`src/rtl/rm_ihpsg13_bist_march_ctrl.sv`:
```
// March C- BIST controller for a single-port SRAM macro: sequences the A_BIST_* port group
// and checks A_DOUT, reporting pass/fail, first failing address and a saturating error count.
module rm_ihpsg13_bist_march_ctrl #(
    parameter int unsigned P_DATA_WIDTH = 64,
    parameter int unsigned P_ADDR_WIDTH = 9,
    parameter int unsigned P_ERRCNT_W   = 16
) (
    input  logic                    A_BIST_CLK,
    input  logic                    A_BIST_RST_N,
    input  logic                    A_START,
    output logic                    A_BIST_EN,
    output logic                    A_BIST_MEN,
    output logic                    A_BIST_WEN,
    output logic                    A_BIST_REN,
    output logic [P_ADDR_WIDTH-1:0] A_BIST_ADDR,
    output logic [P_DATA_WIDTH-1:0] A_BIST_DIN,
    output logic [P_DATA_WIDTH-1:0] A_BIST_BM,
    input  logic [P_DATA_WIDTH-1:0] A_DOUT,
    output logic                    A_BUSY,
    output logic                    A_DONE,
    output logic                    A_FAIL,
    output logic [P_ADDR_WIDTH-1:0] A_FAIL_ADDR,
    output logic [P_ERRCNT_W-1:0]   A_FAIL_CNT
);

    localparam logic [1:0] S_IDLE  = 2'd0;
    localparam logic [1:0] S_RUN   = 2'd1;
    localparam logic [1:0] S_DRAIN = 2'd2;
    localparam logic [1:0] S_DONE  = 2'd3;

    localparam logic [P_ADDR_WIDTH-1:0] ADDR_LAST = '1;
    localparam logic [2:0]              ELEM_LAST = 3'd5;

    logic [1:0]              state_q, state_d;
    logic [2:0]              elem_q, elem_d;
    logic                    opidx_q, opidx_d;
    logic [P_ADDR_WIDTH-1:0] addr_q, addr_d;
    logic                    men_q, men_d;
    logic                    wen_q, wen_d;
    logic                    ren_q, ren_d;
    logic                    bg_q, bg_d;
    logic                    bm_q, bm_d;
    logic                    chk_valid_q, chk_valid_d;
    logic                    chk_exp_q, chk_exp_d;
    logic [P_ADDR_WIDTH-1:0] chk_addr_q, chk_addr_d;
    logic                    done_q, done_d;
    logic                    fail_q, fail_d;
    logic [P_ADDR_WIDTH-1:0] fail_addr_q, fail_addr_d;
    logic [P_ERRCNT_W-1:0]   fail_cnt_q, fail_cnt_d;

    logic start_ok;
    logic last_op;
    logic at_term;
    logic issue;

    // Element table: E3/E4 walk downwards, E0/E5 have a single op, the rest two.
    function automatic logic elem_down(input logic [2:0] e);
        return (e == 3'd3) || (e == 3'd4);
    endfunction

    function automatic logic elem_last_idx(input logic [2:0] e);
        return !((e == 3'd0) || (e == ELEM_LAST));
    endfunction

    function automatic logic op_write(input logic [2:0] e, input logic i);
        return (e == 3'd0) || ((e != ELEM_LAST) && i);
    endfunction

    function automatic logic op_bg(input logic [2:0] e, input logic i);
        logic b;
        b = 1'b0;
        if ((e == 3'd1) || (e == 3'd3)) b = i;
        if ((e == 3'd2) || (e == 3'd4)) b = ~i;
        return b;
    endfunction

    always_comb begin
        state_d     = state_q;
        elem_d      = elem_q;
        opidx_d     = opidx_q;
        addr_d      = addr_q;
        men_d       = men_q;
        wen_d       = wen_q;
        ren_d       = ren_q;
        bg_d        = bg_q;
        bm_d        = bm_q;
        done_d      = done_q;
        fail_d      = fail_q;
        fail_addr_d = fail_addr_q;
        fail_cnt_d  = fail_cnt_q;
        issue       = 1'b0;

        // The op presented this cycle is taken at the coming edge; its read is checked one edge later.
        chk_valid_d = ren_q;
        chk_exp_d   = bg_q;
        chk_addr_d  = addr_q;

        start_ok = A_START && ((state_q == S_IDLE) || (state_q == S_DONE));
        last_op  = (opidx_q == elem_last_idx(elem_q));
        at_term  = elem_down(elem_q) ? (addr_q == '0) : (addr_q == ADDR_LAST);

        case (state_q)
            S_IDLE, S_DONE: begin
                if (start_ok) begin
                    state_d     = S_RUN;
                    elem_d      = '0;
                    opidx_d     = 1'b0;
                    addr_d      = '0;
                    bm_d        = 1'b1;
                    done_d      = 1'b0;
                    fail_d      = 1'b0;
                    fail_addr_d = '0;
                    fail_cnt_d  = '0;
                    issue       = 1'b1;
                end
            end
            S_RUN: begin
                if (!last_op) begin
                    opidx_d = 1'b1;
                    issue   = 1'b1;
                end else if (!at_term) begin
                    opidx_d = 1'b0;
                    addr_d  = elem_down(elem_q) ? (addr_q - P_ADDR_WIDTH'(1))
                                                : (addr_q + P_ADDR_WIDTH'(1));
                    issue   = 1'b1;
                end else if (elem_q == ELEM_LAST) begin
                    state_d = S_DRAIN;
                    men_d   = 1'b0;
                    wen_d   = 1'b0;
                    ren_d   = 1'b0;
                end else begin
                    elem_d  = elem_q + 3'd1;
                    opidx_d = 1'b0;
                    addr_d  = elem_down(elem_q + 3'd1) ? ADDR_LAST : '0;
                    issue   = 1'b1;
                end
            end
            S_DRAIN: begin
                state_d = S_DONE;
                done_d  = 1'b1;
            end
            default: state_d = S_IDLE;
        endcase

        if (issue) begin
            men_d = 1'b1;
            wen_d = op_write(elem_d, opidx_d);
            ren_d = ~op_write(elem_d, opidx_d);
            bg_d  = op_bg(elem_d, opidx_d);
        end

        if (chk_valid_q && (A_DOUT != {P_DATA_WIDTH{chk_exp_q}})) begin
            fail_d = 1'b1;
            if (!fail_q) fail_addr_d = chk_addr_q;
            if (fail_cnt_q != '1) fail_cnt_d = fail_cnt_q + P_ERRCNT_W'(1);
        end
    end

    always_ff @(posedge A_BIST_CLK or negedge A_BIST_RST_N) begin
        if (!A_BIST_RST_N) begin
            state_q     <= S_IDLE;
            elem_q      <= '0;
            opidx_q     <= 1'b0;
            addr_q      <= '0;
            men_q       <= 1'b0;
            wen_q       <= 1'b0;
            ren_q       <= 1'b0;
            bg_q        <= 1'b0;
            bm_q        <= 1'b0;
            chk_valid_q <= 1'b0;
            chk_exp_q   <= 1'b0;
            chk_addr_q  <= '0;
            done_q      <= 1'b0;
            fail_q      <= 1'b0;
            fail_addr_q <= '0;
            fail_cnt_q  <= '0;
        end else begin
            state_q     <= state_d;
            elem_q      <= elem_d;
            opidx_q     <= opidx_d;
            addr_q      <= addr_d;
            men_q       <= men_d;
            wen_q       <= wen_d;
            ren_q       <= ren_d;
            bg_q        <= bg_d;
            bm_q        <= bm_d;
            chk_valid_q <= chk_valid_d;
            chk_exp_q   <= chk_exp_d;
            chk_addr_q  <= chk_addr_d;
            done_q      <= done_d;
            fail_q      <= fail_d;
            fail_addr_q <= fail_addr_d;
            fail_cnt_q  <= fail_cnt_d;
        end
    end

    assign A_BUSY      = (state_q == S_RUN) || (state_q == S_DRAIN);
    assign A_BIST_EN   = A_BUSY;
    assign A_BIST_MEN  = men_q;
    assign A_BIST_WEN  = wen_q;
    assign A_BIST_REN  = ren_q;
    assign A_BIST_ADDR = addr_q;
    assign A_BIST_DIN  = {P_DATA_WIDTH{bg_q}};
    assign A_BIST_BM   = {P_DATA_WIDTH{bm_q}};
    assign A_DONE      = done_q;
    assign A_FAIL      = fail_q;
    assign A_FAIL_ADDR = fail_addr_q;
    assign A_FAIL_CNT  = fail_cnt_q;

endmodule

```
`config.mk`:
```
export PLATFORM = sky130hd
export DESIGN_NAME = rm_ihpsg13_bist_march_ctrl
export DESIGN_NICKNAME = d
export VERILOG_FILES = /design/src/rtl/rm_ihpsg13_bist_march_ctrl.sv
export SDC_FILE = /design/constraint.sdc
export NUM_CORES = 1
export LEC_CHECK = 0
export CAP_MARGIN = 25
export CORE_MARGIN = 3
export CORE_UTILIZATION = 44
export DETAILED_ROUTE_END_ITERATION = 10
export PLACE_DENSITY = 0.93
export SETUP_SLACK_MARGIN = 0.1
export SLEW_MARGIN = 20
export SYNTH_ARGS = -nofsm -noshare
export SYNTH_HDL_FRONTEND = slang
export SYNTH_SLANG_ARGS = --single-unit
```
`constraint.sdc`:
```
create_clock -name A_BIST_CLK -period 5.6 [get_ports A_BIST_CLK]
set_clock_uncertainty 0.1 [all_clocks]
set_input_delay 0.56 -clock A_BIST_CLK [delete_from_list [all_inputs] [get_ports A_BIST_CLK]]
set_output_delay 0.56 -clock A_BIST_CLK [all_outputs]
set_load 0.1 [all_outputs]
```
==> Word-level counts from Yosys, hierarchy flattened <==
Cells that the tools add are included.
{ "classes": {"n_eq_ne": 22, "shift": 0, "n_mul": 0, "n_div": 0, "n_mux": 49, "n_addsub": 4, "n_lt_le_gt_ge": 0, "n_reduce_logical": 31, "n_bitwise": 2} }
{ "ops": {"columns": ["cell", "count"], "rows": [
  ["$mux W9", 10],
  ["$mux W16", 4],
  ["$ne A64 B64 Y1", 1],
  ["$mux W1", 21],
  ["$pmux W9 S2", 1],
  ["$add A16 B1 Y16 const B", 1],
  ["$ne A16 B16 Y1 const B", 1],
  ["$reduce_bool A2 Y1", 8],
  ["$eq A3 B2 Y1 const B", 4],
  ["$eq A3 B3 Y1 const B", 4],
  ["$mux W3", 4],
  ["$reduce_and A4 Y1", 3],
  ["$add A9 B1 Y9 const B", 1],
  ["$eq A9 B9 Y1 const B", 1],
  ["$logic_not A9 Y1", 1],
  ["$sub A9 B1 Y9 const B", 1],
  ["$logic_or A1 B1 Y1", 8],
  ["$mux W2", 4],
  ["$ne A2 B2 Y1 const B", 4],
  ["$logic_not A3 Y1", 2],
  ["$ne A3 B3 Y1 const B", 2],
  ["$pmux W1 S2", 3],
  ["$pmux W2 S3", 1],
  ["$pmux W3 S2", 1],
  ["other kinds (11)", 17]
]} }
{ "word_totals": {"mem_bits_rw": 0, "register_bits": 58, "wordCells": 124, "output_inout_bits": 169, "latch_bits": 0, "mem_bits_ro": 0, "mem_count": 0} }

==> Longest topological paths before layout <==
{ "logic_depth": {"ltp_word": 11, "ltp_mapped": 12} }

==> Worst setup path after synthesis <==
OpenSTA, ideal clock, no wires.
{ "synth_timing": {"path_type": "reg-to-reg", "from": "reg addr_q[1] (netlist: A_BIST_ADDR[1])", "to": "reg addr_q[7] (netlist: A_BIST_ADDR[7])", "stages_incl_launch_ff": 9, "t_arrival_ns": 2.931, "path_buffers": 0, "path_slack_ns": 2.445, "setup_time_ns": 0.123, "t_required_ns": 5.377, "period_less_slack_ns": 3.155, "path_cell_list": "dfrtp_1 > ha_1 > a21o_1 > a21oi_1 > o21bai_1 > a2111oi_0 > nor3_1 > or4_1 > a32o_1"} }
{ "synth_via": {"elab_chain_cells": 5} }
{ "synth_lines": {"columns": ["item", "line", "rtl"], "rows": [
  ["start, declared", "37", "logic [P_ADDR_WIDTH-1:0] addr_q, addr_d;"],
  ["start signal, assigned", "181", "addr_q <= addr_d;"],
  ["$add A9 B1 Y9, or another cell as far along", "124", ": (addr_q + P_ADDR_WIDTH'(1));"],
  ["$mux W9 or $mux W1 (tied branches)", "123, 100", null],
  ["$mux W9", "121", "end else if (!at_term) begin"],
  ["$mux W9", "118", "if (!last_op) begin"],
  ["$pmux W9 S2", "102", "case (state_q)"]
]} }
Parallel ways exist; a longest one is shown, timed or not. The select of a mux whose other input is x is not followed.
A chain may end at the register's enable or synchronous reset.

==> Worst setup path after layout <==
{ "layout_timing": {"from": "in A_DOUT[34]", "to": "reg fail_cnt_q[15] (netlist: A_FAIL_CNT[15])"} }
{ "layout_via": {"elab_chain_cells": 3} }
{ "layout_lines": {"columns": ["item", "line", "rtl"], "rows": [
  ["start, declared", "18", "input logic [P_DATA_WIDTH-1:0] A_DOUT,"],
  ["$ne A64 B64 Y1", "152", "if (chk_valid_q && (A_DOUT != {P_DATA_WIDTH{chk_exp_q}})) begin"],
  ["$logic_and A1 B1 Y1", "152", null],
  ["$mux W16", "152", null],
  ["via fail_cnt_d[15]", "49", "logic [P_ERRCNT_W-1:0] fail_cnt_q, fail_cnt_d;"],
  ["end signal, assigned", "193", "fail_cnt_q <= fail_cnt_d;"],
  ["end, declared", "49", null]
]} }
The timed path passes the listed nets, and every way through them passes these cells.

==> metrics.md <==
| Metric | Value |
|---|---|
| Comb pwr share | 38.3% |
| Final period util | 61.6% |
| Synthesized Nets | 604 |
| Remaining routing DRC violations | 0 |
| Worst hold path class | in -> async |
| CTS root buffer | clkbuf_8 |
| # IOs | 236 |
| Post-synth top area share | 32.0% |
| DRT antenna net count | 0 |
| Status | finished clean |
| Crit Path Max Fanout | 20 |
| Die X | 108 µm |
| Cell row count | 36 |
| CTS Buffer Depth | 2 |
| Max-slew headroom | 31.1% |
| WP data arrival | 3.58 ns |
| Diode count | 0 |
| Clk slew on worst S/H paths | 0.07 ns |
| RSZ-0062 raised after global routing | no |
| PortBufs | 235 |
| Number of setup buffers added after CTS | 0 |
| Final Hold Vio Count | 0 |
| Clock buffer count from CTS | 9 |
| Largest area contributor in the netlist | dfrtp_1 |
| Setup_tns | 0 ns |
| Top_reg_cell synth | dfrtp_1 |
| Global-route wire length before repair | 18,800 µm |
| Max IR drop VDD | 0.000540 V |
| Final setup viols | 0 |
| CP required | 5.73 ns |
| Crit end category | flip-flop |
| H-tree levels | 3 |
| Post-synthesis cell type count | 62 |
| Synth Area per Inst | 8.71 µm² |
| Clk_lat worst skew | 0.34 ns |
| Top cells by area, synth | dfrtp_1 (32%), buf_4 (21%), nand2_1 (5.0%), ha_1 (4.1%), a22o_1 (3.1%) |
| P_sw | 0.000589 W |
| EDFF count, synth | 0 |
| Seq/Total Area, Yosys | 32.0% |
| Min Tclk post-route | 3.45 ns |
| Avg WL per Cell | 16.2 µm |
| DRT Pass-1 Iters | 6 |
| Lkg Pwr | 2.56 nW |
| Fillers | 779 |
| Cells after synthesis | 521 |
| Vias | 3,973 |
| Global-route usage over all layers | 20.2% |
| Ys Warns | 0 |
| Switching Share | 39.6% |
| CTS tree | done |
| Clock power share | 29.9% |
| Synth async-reset ratio | 100% |
| Min Hold Slack | 0.264 ns |
| RePlAce Congestion | 0.877 |
| Worst-Margin Slew | 1.03 ns |
| # nets final | 709 |
| Pint | 0.000897 W |
| CP startpoint kind | input port |
| Core Area | 0.00991 mm² |
| WL final | 12,400 µm |
| Power, Total | 0.00149 W |
| Worst Setup Path Type | in -> reg |
| Pin count of the biggest net entering global routing | 67 |
| Hold buffers post-CTS | 0 |
| Grt total ovfl | 0 |
| Initial DRC Count | 271 |
| Final core occ | 62.9% |
| Fin area | 0.00623 mm² |
| Max-cap violations | 0 |
| Die Y-Extent | 108 µm |
| Max Fclk | 0.290 GHz |
| DP Area | 0.00600 mm² |
| Vias in the first global route | 3,776 |
| Initial antenna violation count | 0 |
| Die Area | 0.0116 mm² |
| Resized Gates After CTS | 0 |
| Final slew viol count | 0 |
| Register share of total power | 31.8% |
| Layout area overhead | 37.3% |
| Share of layout cells above drive strength 1 | 5.71% |
| Power per cell area | 238 mW/mm² |
| Mapped Area | 0.00454 mm² |
| Clock sink count | 58 |
| Hpwl dp | 9520 µm |
| Flops & latches, synth | 58 |
| Vias per std cell | 5.20 |
| Starting Density | 45.8% |
## registers in the layout (all words and copies together) (netlist names)
signal	cells
A_FAIL_CNT	16
A_BIST_ADDR	9
A_FAIL_ADDR	9
chk_addr_q	9
elem_q	3
state_q	2
A_BIST_MEN	1
A_BIST_REN	1
A_BIST_WEN	1
A_DONE	1
A_FAIL	1
bg_q	1
bm_q	1
chk_exp_q	1
chk_valid_q	1
opidx_q	1
## worst paths after layout
kind	from	endpoint	slack [ns]	cells past startpoint
max reg2reg	elem_q[0]	A_BIST_ADDR[7]	2.16	11
max in group asynchronous	A_BIST_RST_N	bg_q	4.62	2
max	A_DOUT[34]	A_FAIL_CNT[15]	2.15	8
min in group A_BIST_CLK	chk_addr_q[5]	A_FAIL_ADDR[5]	0.36	2
min	A_BIST_RST_N	A_BIST_ADDR[2]	0.26	2
min reg2reg	chk_addr_q[5]	A_FAIL_ADDR[5]	0.36	2
## power by group through the flow
stage / clock network (W) / registers (W) / logic (W)
CTS: 0.000451 / 0.000473 / 0.000569
finish: 0.000444 / 0.000473 / 0.000569
floorplan: 0 / 0.000557 / 0.000346
global placement: 0 / 0.000480 / 0.000545
detailed placement: 0 / 0.000481 / 0.000564
global route: 0.000468 / 0.000478 / 0.000610
## cells by family after synthesis
kind of cell               count (synthesis)  synth area share (%)
muxes                                      7                  1.71
DFF                                       58                  32.0
and+or+nand+nor                          186                  21.1
adders and majority gates                 16                  4.58
buffers and inverters                    158                  24.7
xor gates and xnor gates                   9                  1.74
AOI/OAI and AO/OA                         87                  14.2
## area by class of cell
cell class                      instances  area, µm²  share of cell area [%]
Inverter                               15       56.3                   0.903
Tap cell                              133        166                    2.67
Multi-Input combinational cell        305       1970                    31.6
Timing Repair Buffer                  237       2360                    37.9
Clock inverter                          4       73.8                    1.18
Sequential cell                        58       1450                    23.3
Clock buffer                           12        155                    2.49
## placed cells by master, fill, tap and decap left out, types with 4 or more instances in the layout
master,count
dfrtp_1,57
and3_1,4
nand3_1,19
or4_1,8
clkbuf_8,11
inv_1,15
a21o_1,7
nand2_1,61
nor3_1,16
nor2_1,26
nor2b_1,4
nand2b_1,6
mux2i_1,4
a21oi_1,13
or3_1,8
nand4_1,9
clkdlybuf4s50_1,234
ha_1,15
o21ai_0,16
a22o_1,16
nor4_1,10
xnor2_1,6
## per-layer routing
metal / vias up / routed length, µm / track usage (%)
met5: - / 0 / 0
met4: 0 / 332 / 8.84
met3: 27 / 766 / 3.72
met2: 169 / 6670 / 38.6
met1: 1866 / 4640 / 21.4
li1: 1911 / - / -
## cells in the mapped netlist, drive strengths merged (3+ instances only)
library cell  number
clkbuf             7
nand4              9
ha                15
a21oi             13
nor2              27
nand2             61
o21bai             3
or3               10
nor3              16
a211o              3
o21a               3
buf              136
nor2b              4
o2111ai            3
or4                9
a21o               7
nor4              13
xnor2              6
o22ai              4
nand2b             6
nand3b             3
nand3             19
mux2i              4
dfrtp             58
inv               15
a22o              16
and3               4
mux2               3
o21ai             20
xor2               3
## worst max-delay path: stages
cell and delay (ns):
clkdlybuf4s50_1 0.41, or4_1 0.54, nor4_1 0.28, o22ai_1 0.20, o41ai_4 0.72, nor2_2 0.32
and3_1 0.26, a211o_1 0.27
## stage by stage
stage               std cells  setup slack (ns)
floorplan                 521              2.45
global placement          748              1.94
detailed placement        748              1.82
CTS                       764              2.17
global route              764              1.93
finish                    764              2.15
Power figures use the tool's default switching activity.
